--- src/rtl/ctrl_pkg.sv ---
// Shared constants and control-word layout for the ID-stage decoder.
// The packed struct order matches the bit layout of ctrl_o exactly.
package ctrl_pkg;

  localparam logic [4:0] OP_R     = 5'b01100;
  localparam logic [4:0] OP_I     = 5'b00100;
  localparam logic [4:0] OP_L     = 5'b00000;
  localparam logic [4:0] OP_S     = 5'b01000;
  localparam logic [4:0] OP_B     = 5'b11000;
  localparam logic [4:0] OP_JAL   = 5'b11011;
  localparam logic [4:0] OP_JALR  = 5'b11001;
  localparam logic [4:0] OP_LUI   = 5'b01101;
  localparam logic [4:0] OP_AUIPC = 5'b00101;

  typedef enum logic [3:0] {
    ALU_ADD  = 4'd0, ALU_SUB = 4'd1, ALU_SLT = 4'd2, ALU_SLTU = 4'd3,
    ALU_XOR  = 4'd4, ALU_OR  = 4'd5, ALU_AND = 4'd6, ALU_SRL  = 4'd7,
    ALU_SLL  = 4'd8, ALU_SRA = 4'd9
  } alu_sel_e;

  typedef enum logic [2:0] {
    IMM_NONE = 3'd0, IMM_UI = 3'd1, IMM_LI = 3'd2, IMM_SH5 = 3'd3,
    IMM_BR   = 3'd4, IMM_ST = 3'd5, IMM_JP = 3'd6
  } imm_sel_e;

  typedef enum logic [1:0] {
    WB_MEM = 2'd0, WB_ALU = 2'd1, WB_PC4 = 2'd2
  } wb_sel_e;

  typedef enum logic [1:0] {
    MEM_NONE = 2'd0, MEM_LOAD = 2'd1, MEM_STORE = 2'd2
  } mem_ctr_e;

  // Memsel carries the RV32I load/store width encoding (funct3).
  localparam logic [2:0] MSEL_B  = 3'b000;
  localparam logic [2:0] MSEL_H  = 3'b001;
  localparam logic [2:0] MSEL_W  = 3'b010;
  localparam logic [2:0] MSEL_BU = 3'b100;
  localparam logic [2:0] MSEL_HU = 3'b101;

  localparam int CTRL_JUMP   = 23;
  localparam int CTRL_BRCOND = 20;
  localparam int CTRL_BRUN   = 19;
  localparam int CTRL_BRANCH = 18;
  localparam int CTRL_IMM    = 15;
  localparam int CTRL_REGWEN = 14;
  localparam int CTRL_ASEL   = 13;
  localparam int CTRL_BSEL   = 12;
  localparam int CTRL_ALU    = 8;
  localparam int CTRL_MEMCTR = 6;
  localparam int CTRL_MEMRW  = 5;
  localparam int CTRL_MEMSEL = 2;
  localparam int CTRL_WB     = 0;

  typedef struct packed {
    logic       is_jump;
    logic [2:0] br_cond;
    logic       br_un;
    logic       is_branch;
    imm_sel_e   imm_sel;
    logic       reg_wen;
    logic       a_sel;
    logic       b_sel;
    alu_sel_e   alu_sel;
    mem_ctr_e   mem_ctr;
    logic       mem_rw;
    logic [2:0] mem_sel;
    wb_sel_e    wb_sel;
  } ctrl_t;

endpackage

--- src/rtl/ctrl_decode_lut.sv ---
// Combinational RV32I decode: instruction word to control word, illegal
// flag, and which source registers the instruction actually reads.
module ctrl_decode_lut
  import ctrl_pkg::*;
(
  input  logic [31:0] instr,
  output ctrl_t       ctrl,
  output logic        illegal,
  output logic        rs1_used,
  output logic        rs2_used
);

  logic [4:0] opcode;
  logic [2:0] funct3;
  logic       funct7b5;
  ctrl_t      dec;
  logic       bad;
  logic       use1;
  logic       use2;

  assign opcode   = instr[6:2];
  assign funct3   = instr[14:12];
  assign funct7b5 = instr[30];

  always_comb begin
    dec  = '0;
    bad  = 1'b0;
    use1 = 1'b0;
    use2 = 1'b0;
    case (opcode)
      OP_R: begin
        use1 = 1'b1;
        use2 = 1'b1;
        dec.reg_wen = 1'b1;
        dec.wb_sel  = WB_ALU;
        case (funct3)
          3'b000:  dec.alu_sel = funct7b5 ? ALU_SUB : ALU_ADD;
          3'b001:  dec.alu_sel = ALU_SLL;
          3'b010:  dec.alu_sel = ALU_SLT;
          3'b011:  dec.alu_sel = ALU_SLTU;
          3'b100:  dec.alu_sel = ALU_XOR;
          3'b101:  dec.alu_sel = funct7b5 ? ALU_SRA : ALU_SRL;
          3'b110:  dec.alu_sel = ALU_OR;
          default: dec.alu_sel = ALU_AND;
        endcase
        if (funct7b5 && funct3 != 3'b000 && funct3 != 3'b101) bad = 1'b1;
      end
      OP_I: begin
        use1 = 1'b1;
        dec.reg_wen = 1'b1;
        dec.b_sel   = 1'b1;
        dec.imm_sel = IMM_LI;
        dec.wb_sel  = WB_ALU;
        case (funct3)
          3'b000: dec.alu_sel = ALU_ADD;
          3'b001: begin
            dec.alu_sel = ALU_SLL;
            dec.imm_sel = IMM_SH5;
            bad = funct7b5;
          end
          3'b010: dec.alu_sel = ALU_SLT;
          3'b011: dec.alu_sel = ALU_SLTU;
          3'b100: dec.alu_sel = ALU_XOR;
          3'b101: begin
            dec.alu_sel = funct7b5 ? ALU_SRA : ALU_SRL;
            dec.imm_sel = IMM_SH5;
          end
          3'b110:  dec.alu_sel = ALU_OR;
          default: dec.alu_sel = ALU_AND;
        endcase
      end
      OP_L: begin
        use1 = 1'b1;
        dec.reg_wen = 1'b1;
        dec.b_sel   = 1'b1;
        dec.imm_sel = IMM_LI;
        dec.mem_ctr = MEM_LOAD;
        dec.mem_sel = funct3;
        dec.wb_sel  = WB_MEM;
        bad = !(funct3 == MSEL_B || funct3 == MSEL_H || funct3 == MSEL_W ||
                funct3 == MSEL_BU || funct3 == MSEL_HU);
      end
      OP_S: begin
        use1 = 1'b1;
        use2 = 1'b1;
        dec.b_sel   = 1'b1;
        dec.imm_sel = IMM_ST;
        dec.mem_ctr = MEM_STORE;
        dec.mem_rw  = 1'b1;
        dec.mem_sel = funct3;
        bad = !(funct3 == MSEL_B || funct3 == MSEL_H || funct3 == MSEL_W);
      end
      OP_B: begin
        use1 = 1'b1;
        use2 = 1'b1;
        dec.is_branch = 1'b1;
        dec.br_cond   = funct3;
        dec.br_un     = funct3[2] & funct3[1];
        dec.imm_sel   = IMM_BR;
        dec.a_sel     = 1'b1;
        dec.b_sel     = 1'b1;
        bad = (funct3 == 3'b010) || (funct3 == 3'b011);
      end
      OP_JAL: begin
        dec.is_jump = 1'b1;
        dec.imm_sel = IMM_JP;
        dec.a_sel   = 1'b1;
        dec.b_sel   = 1'b1;
        dec.reg_wen = 1'b1;
        dec.wb_sel  = WB_PC4;
      end
      OP_JALR: begin
        use1 = 1'b1;
        dec.is_jump = 1'b1;
        dec.imm_sel = IMM_LI;
        dec.b_sel   = 1'b1;
        dec.reg_wen = 1'b1;
        dec.wb_sel  = WB_PC4;
        bad = (funct3 != 3'b000);
      end
      // LUI leaves Asel at rs1; EX forces operand A to zero for Immsel=UI, Asel=0.
      OP_LUI: begin
        dec.imm_sel = IMM_UI;
        dec.b_sel   = 1'b1;
        dec.reg_wen = 1'b1;
        dec.wb_sel  = WB_ALU;
      end
      OP_AUIPC: begin
        dec.imm_sel = IMM_UI;
        dec.a_sel   = 1'b1;
        dec.b_sel   = 1'b1;
        dec.reg_wen = 1'b1;
        dec.wb_sel  = WB_ALU;
      end
      default: bad = 1'b1;
    endcase
  end

  // Illegal encodings never read registers, so they cannot cause a stall.
  assign ctrl     = bad ? '0 : dec;
  assign illegal  = bad;
  assign rs1_used = use1 & ~bad;
  assign rs2_used = use2 & ~bad;

endmodule

--- src/rtl/ctrl_decode_pipe.sv ---
// ID stage: registers the decoded control word and register indices,
// with valid/ready handshakes, load-use bubbles and EX-driven flush.
module ctrl_decode_pipe
  import ctrl_pkg::*;
#(
  parameter int REG_AW       = 5,
  parameter int STALL_CYCLES = 1,
  parameter int CTRL_W       = 24
) (
  input  logic              clk,
  input  logic              rst,
  input  logic              in_valid,
  output logic              in_ready,
  input  logic [31:0]       instr,
  input  logic              flush,
  output logic              out_valid,
  input  logic              out_ready,
  output logic [CTRL_W-1:0] ctrl_o,
  output logic [REG_AW-1:0] rs1_o,
  output logic [REG_AW-1:0] rs2_o,
  output logic [REG_AW-1:0] rd_o,
  output logic              illegal_o
);

  localparam int CNT_W = 2;
  // The hazard cycle itself is the first bubble, so the counter covers the rest.
  localparam logic [CNT_W-1:0] STALL_LOAD = CNT_W'(STALL_CYCLES - 1);

  ctrl_t             dec_ctrl;
  logic              dec_illegal;
  logic              rs1_used;
  logic              rs2_used;
  logic [CNT_W-1:0]  stall_cnt;
  logic [REG_AW-1:0] rs1_f;
  logic [REG_AW-1:0] rs2_f;
  logic [REG_AW-1:0] rd_f;
  logic              load_out;
  logic              hazard;
  logic              advance;
  logic              accept;

  ctrl_decode_lut u_lut (
    .instr    (instr),
    .ctrl     (dec_ctrl),
    .illegal  (dec_illegal),
    .rs1_used (rs1_used),
    .rs2_used (rs2_used)
  );

  assign rs1_f = instr[15 +: REG_AW];
  assign rs2_f = instr[20 +: REG_AW];
  assign rd_f  = instr[7 +: REG_AW];

  assign load_out = out_valid && (ctrl_o[CTRL_MEMCTR +: 2] == 2'(MEM_LOAD));
  assign hazard   = in_valid && out_ready && load_out && (rd_o != '0) &&
                    ((rs1_used && rd_o == rs1_f) || (rs2_used && rd_o == rs2_f));
  assign advance  = !out_valid || out_ready;
  assign in_ready = advance && !hazard && (stall_cnt == '0) && !flush;
  assign accept   = in_valid && in_ready;

  always_ff @(posedge clk) begin
    if (rst) begin
      out_valid <= 1'b0;
      ctrl_o    <= '0;
      rs1_o     <= '0;
      rs2_o     <= '0;
      rd_o      <= '0;
      illegal_o <= 1'b0;
      stall_cnt <= '0;
    end else if (flush) begin
      out_valid <= 1'b0;
      stall_cnt <= '0;
    end else begin
      if (stall_cnt != '0)
        stall_cnt <= stall_cnt - CNT_W'(1);
      else if (hazard)
        stall_cnt <= STALL_LOAD;
      if (advance) begin
        out_valid <= accept;
        if (accept) begin
          ctrl_o    <= CTRL_W'(dec_ctrl);
          rs1_o     <= rs1_f;
          rs2_o     <= rs2_f;
          rd_o      <= rd_f;
          illegal_o <= dec_illegal;
        end
      end
    end
  end

endmodule

--- config.mk ---
export PLATFORM = sky130hd
export DESIGN_NAME = ctrl_decode_pipe
export DESIGN_NICKNAME = d
export VERILOG_FILES = /design/src/rtl/ctrl_pkg.sv /design/src/rtl/ctrl_decode_lut.sv /design/src/rtl/ctrl_decode_pipe.sv
export SDC_FILE = /design/constraint.sdc
export NUM_CORES = 1
export LEC_CHECK = 0
export BUFFER_PORTS_ARGS = -buffer_cell sky130_fd_sc_hd__buf_2
export CORE_ASPECT_RATIO = 1.25
export CORE_MARGIN = 2
export CORE_UTILIZATION = 45
export CTS_CLUSTER_DIAMETER = 150
export CTS_CLUSTER_SIZE = 25
export DETAILED_ROUTE_END_ITERATION = 8
export PLACE_DENSITY_LB_ADDON = 0.25
export SYNTH_ARGS = -nofsm -noshare
export SYNTH_HDL_FRONTEND = slang
export SYNTH_SLANG_ARGS = --single-unit
--- constraint.sdc ---
create_clock -name clk -period 2.4 [get_ports clk]
set_input_delay 0.48 -clock clk [delete_from_list [all_inputs] [get_ports clk]]
set_output_delay 0.48 -clock clk [all_outputs]
set_load 0.005 [all_outputs]
---- After elaboration in Yosys (flattened, before gate mapping) ----
Cells that the tools add are included.
storage, ports and cells
  flip-flop bits (word level) ............. 43
  bits in latches ......................... 0
  memory bits (writable) .................. 0
  ROM bits ................................ 0
  output and inout bits ................... 42
  memories ................................ 0
operators by class
  add/subtract/negate cells ............... 1
  multipliers ............................. 0
  divide/modulo/power cells ............... 0
  order comparisons ....................... 0
  equal/unequal tests ..................... 18
  shift-type cells ........................ 0
  multiplexer cells ....................... 24
  bitwise gates (word level) .............. 5
  reductions and logical operators ........ 46
operator list
  operator                                              number
  one-hot mux 4 bit (7 select lines)                    2
  2-to-1 mux 24 bit                                     1
  one-hot mux 3 bit (6 select lines)                    1
  equality test 5 x 4 -> 1 bit (second input constant)  3
  equality test 5 bit (second input constant)           3
  logical AND 1 bit                                     13
  OR reduction 2 bit                                    6
  2-to-1 mux 1 bit                                      11
  equality test 5 x 3 -> 1 bit (second input constant)  2
  equality test 5 bit                                   2
  equality test 3 bit (second input constant)           3
  OR reduction 3 bit                                    3
  one-hot mux 2 bit (2 select lines)                    2
  one-hot mux 4 bit (2 select lines)                    1
  OR reduction 8 bit                                    1
  logical OR 1 bit                                      7
  one-hot mux 1 bit (7 select lines)                    1
  OR reduction 7 bit                                    1
  equality test 3 x 2 -> 1 bit (second input constant)  2
  OR reduction 6 bit                                    1
  logical NOT 1 bit                                     5
  logical NOT 5 bit                                     1
  2-to-1 mux 5 bit                                      1
  nonzero test 5 bit                                    1
  15 further kinds                                      20

---- Longest topological paths before layout ----
  word-level depth ........................ 18
  gate-level depth with buffers ........... 9
  depth with buffers taken out ............ 6

---- By module ----
A second synthesis with hierarchy kept.
second synthesis, totals
  cells, all modules ...................... 407
  area, all modules ....................... 3299.4 µm²
modules (own cells, without submodules)
  module            instances  cells each  area each (µm²)
  ctrl_decode_pipe  1          306         2591.2
  ctrl_decode_lut   1          101         708.2

---- Worst setup path after synthesis ----
Ideal clock, no wire load.
  path kind ............................... input to output
  from .................................... input port instr[4]
  to ...................................... output port in_ready
  arrival ................................. 1929 ps
  required time ........................... 1920 ps
  slack ................................... -9 ps
  stages on the path ...................... 7
  path buffers ............................ 1
  cell sequence ........................... clkbuf_2 -> nor4b_1 -> nand2_1 -> a21oi_1 -> or3_4 -> nor2_1 -> nor3b_1
between the ends
  cells in the longest elaborated chain, start to end .. 12
  elaborated cells on any way between the ends .. 26
  classes of those cells .................. eq/ne (8); mux (3); bitwise (3); reduce/logical (12)
RTL lines
  element                                            line                                            RTL
  start, declared                                    ctrl_decode_pipe.sv:14                          input logic [31:0] instr,
  equality test 5 bit, or another cell as far along  ctrl_decode_lut.sv:30                           case (opcode)
  OR reduction 3 bit (no line)                       -
  one-hot mux 1 bit (7 select lines)                 ctrl_decode_lut.sv:30
  NOT 1 bit                                          ctrl_decode_lut.sv:142, ctrl_decode_lut.sv:143
  bitwise AND 1 bit, on equally long branches        ctrl_decode_lut.sv:142, ctrl_decode_lut.sv:143
  logical AND 1 bit                                  ctrl_decode_pipe.sv:56                          ((rs1_used && rd_o == rs1_f) || (rs2_used && rd_o == rs2_f));
  logical OR 1 bit (*)                               ctrl_decode_pipe.sv:56
  logical AND 1 bit (*)                              ctrl_decode_pipe.sv:55                          assign hazard = in_valid && out_ready && load_out && (rd_o != '0) &&
  logical NOT 1 bit (*)                              ctrl_decode_pipe.sv:58                          assign in_ready = advance && !hazard && (stall_cnt == '0) && !flush;
  logical AND 1 bit (*) (3 in series)                ctrl_decode_pipe.sv:58
  end, declared                                      ctrl_decode_pipe.sv:13                          output logic in_ready,
Mark *: on every way between the ends. The rest lies on a longest branch, timed or not.

---- Final worst setup path ----
  from .................................... input port instr[2]
  to ...................................... output port in_ready
Same word-level chain as after synthesis.

==> impl_metrics.json <==
{
  "reg2reg_depth": 9,
  "final_cell_mix": "buf_2, nand2_1, dfxtp_1",
  "slew-limit-headroom": 0.6697,
  "drt-pass1-iter-count": 4,
  "dpl_worst_slack_ns": -0.09877,
  "initial_utilization": 0.4693,
  "nets": 387,
  "cp.arrival_ns": 1.85,
  "synth.top_cell.area_share": 0.3788,
  "drive_above_1_share": 0.3533,
  "min_path_type": "in2reg",
  "routedWlPerCell_um": 13.75,
  "worstSetupEndpoint": "in_ready",
  "avgSynthCellArea_um2": 8.376,
  "path_class": "in2out",
  "cp_max_fo": 4,
  "drc": 0,
  "wl_um": 5652,
  "ios": 79,
  "status": "complete, no violations",
  "setup_viol": 0,
  "clk-insertion-delay-late_ns": 0.30,
  "synthTopCellsByArea": "dfxtp_1, mux2i_1, nand2_1",
  "worst-r2r-setup-slack_ns": 0.30,
  "nFillCells": 465,
  "hold_viol_final": 0,
  "htree_levels": 2,
  "cap_violations": 0,
  "grt_pass1_vias": 2100,
  "max_clock_freq_mhz": 429.0,
  "leakagePower_nw": 1.321,
  "grt_pass1_wl_um": 9439,
  "n_antenna_cell": 0,
  "critPathLaunchType": "input pin",
  "yosys_warnings": 0,
  "antenna_found_initial": 0,
  "ant_nets": 0,
  "yosysUniqueCellTypes": 47,
  "tightest_slew_ns": 0.4936,
  "synth-edff-count": 0,
  "period_minus_slack_ns": 2.331,
  "place_congestion": 0.8207,
  "die_area_um2": 5514,
  "ys_seq_area_frac": 0.3788,
  "startpoint": "instr[2]",
  "clock_sinks": 42,
  "drtIter0Drc": 118,
  "port_buffers": 70,
  "finalMaxSlewViolations": 0,
  "slowest_stage": "a2111oi_4",
  "crit_required_ns": 1.92,
  "fin_ws_ns": 0.06921,
  "reg2reg_to": "ctrl_o[22]",
  "period_share": 0.9712,
  "peakVddDrop_v": 0.0003589,
  "synth_area_um2": 2220,
  "yosys.area.top_type": "dfxtp_1",
  "r2r_start": "rd_o[1]",
  "worst_setup_path_end_kind": "output port",
  "fin_util": 0.6087,
  "synthArstFlopShare": 0,
  "row_count": 28,
  "dr_total_vias": 2147,
  "crit_path_cell_trace": "buf_6 -> or2_4 -> a2111oi_4 -> nand3_1 -> a211o_1 -> nor2_2 -> nor3b_1 -> buf_2",
  "die_w_um": 66.82,
  "viasPerCell": 5.224,
  "skew_ns": 0.006253,
  "cts_buffers": 5,
  "grtUsageTotal": 0.2253,
  "holdBufCountCts": 0,
  "cts_tree": "yes",
  "gr-total-overflow": 0,
  "syn_inst": 265,
  "synth_fp_nets": 302,
  "rsz0062_at_grt": "yes",
  "critical-path-max-stage-delay_ns": 0.31,
  "cts-root-buf": "clkbuf_8",
  "layout_commonest_cell": "buf_2",
  "synthFlopType": "dfxtp_1",
  "ys_seq_elements": 42,
  "core_um2": 4730,
  "clk_pin_slew_ns": 0.08,
  "clockBufferDepth": 2,
  "die_h_um": 82.52,
  "p_per_area_nw_per_um2": 506.4,
  "syn2layout_area_growth_pct": 29.71,
  "hpwlAfterDp_um": 4182,
  "grt_max_degree": 45
}
## kinds of logic (layout without fill, tap and decap cells)
kind of cell | Yosys count | count (layout) | synth area share
AOI/OAI and AO/OA | 41 | 41 | 0.1404
muxes | 24 | 24 | 0.1082
buffers and inverters | 32 | 118 | 0.07609
and+or+nand+nor | 116 | 116 | 0.2571
DFF | 42 | 42 | 0.3788
xor gates and xnor gates | 10 | 10 | 0.03946
## final cells by class
type,count,area [um^2],area share
Multi-Input combinational cell,191,1235,0.4289
Sequential cell,42,843.3,0.2929
Timing Repair Buffer,98,585.6,0.2034
Clock buffer,6,82.58,0.02868
Tap cell,60,75.07,0.02608
Inverter,12,45.04,0.01565
Clock inverter,2,12.51,0.004346
## per-stage QoR
stage	std cells	setup TNS [ns]	power [mW]	hold slack, ns	cell area (um^2)
final	411	0	1.458	0.4229	2879
after global routing	411	-0.01429	1.528	0.4301	2879
after CTS	410	0	1.462	0.4120	2846
after detailed placement	401	-0.5123	0.9783	0.4371	2735
after global placement	401	-0.1220	0.9744	0.4181	2735
after floorplan	265	0	0.8834	0.4040	2226
## synth_stat cells, types with 4 or more instances
library cell and number:
o32ai_1 7, and3_1 4, nor2_1 11, nand3_1 15
mux2i_1 24, buf_6 5, nand4_1 6, a21oi_1 8
o21ai_0 12, inv_1 11, nor2b_1 4, dfxtp_1 42
xor2_1 8, nand2_1 48, nor3_1 7, clkbuf_1 10
## worst min-delay path by stage
stage                 startpoint           end  slack (ns)  depth (start not counted)
floorplan           stall_cnt[0]  stall_cnt[0]        0.40                          1
finish                 instr[10]       rd_o[3]        0.42                          3
global placement    stall_cnt[0]  stall_cnt[0]        0.42                          1
CTS                    instr[10]       rd_o[3]        0.41                          3
detailed placement  stall_cnt[0]  stall_cnt[0]        0.44                          1
global route            instr[9]       rd_o[2]        0.43                          3
## per-layer routing
metal	global-route usage	wire length, um
met2	0.4190	2900
met4	0.07551	63
met1	0.2502	2361
met3	0.05149	327
met5	0	0
## registers in the layout, summed over array words and instances, names as in the netlist
signal,flops
ctrl_o,23
illegal_o,1
out_valid,1
rd_o,5
rs1_o,5
rs2_o,5
stall_cnt,2
## where the power goes
group,switching [mW],internal (mW)
registers,0.0130,0.713
logic,0.130,0.114
clock network,0.256,0.231
total,0.399,1.06
## critical path, delay by kind of cell
family	cells	cell delay (ns)
AOI/OAI and AO/OA	2	0.61
and+or+nand+nor	4	0.55
buffers and inverters	2	0.22
## what timing repair did
action / 4_1_cts / 5_1_grt
gates resized for setup: 3 / 8
setup endpoints to repair: 1 / 1
pin swaps: 1 / 1
setup buffers: 1 / 1
Note: power is estimated with default switching activity, not from simulation.
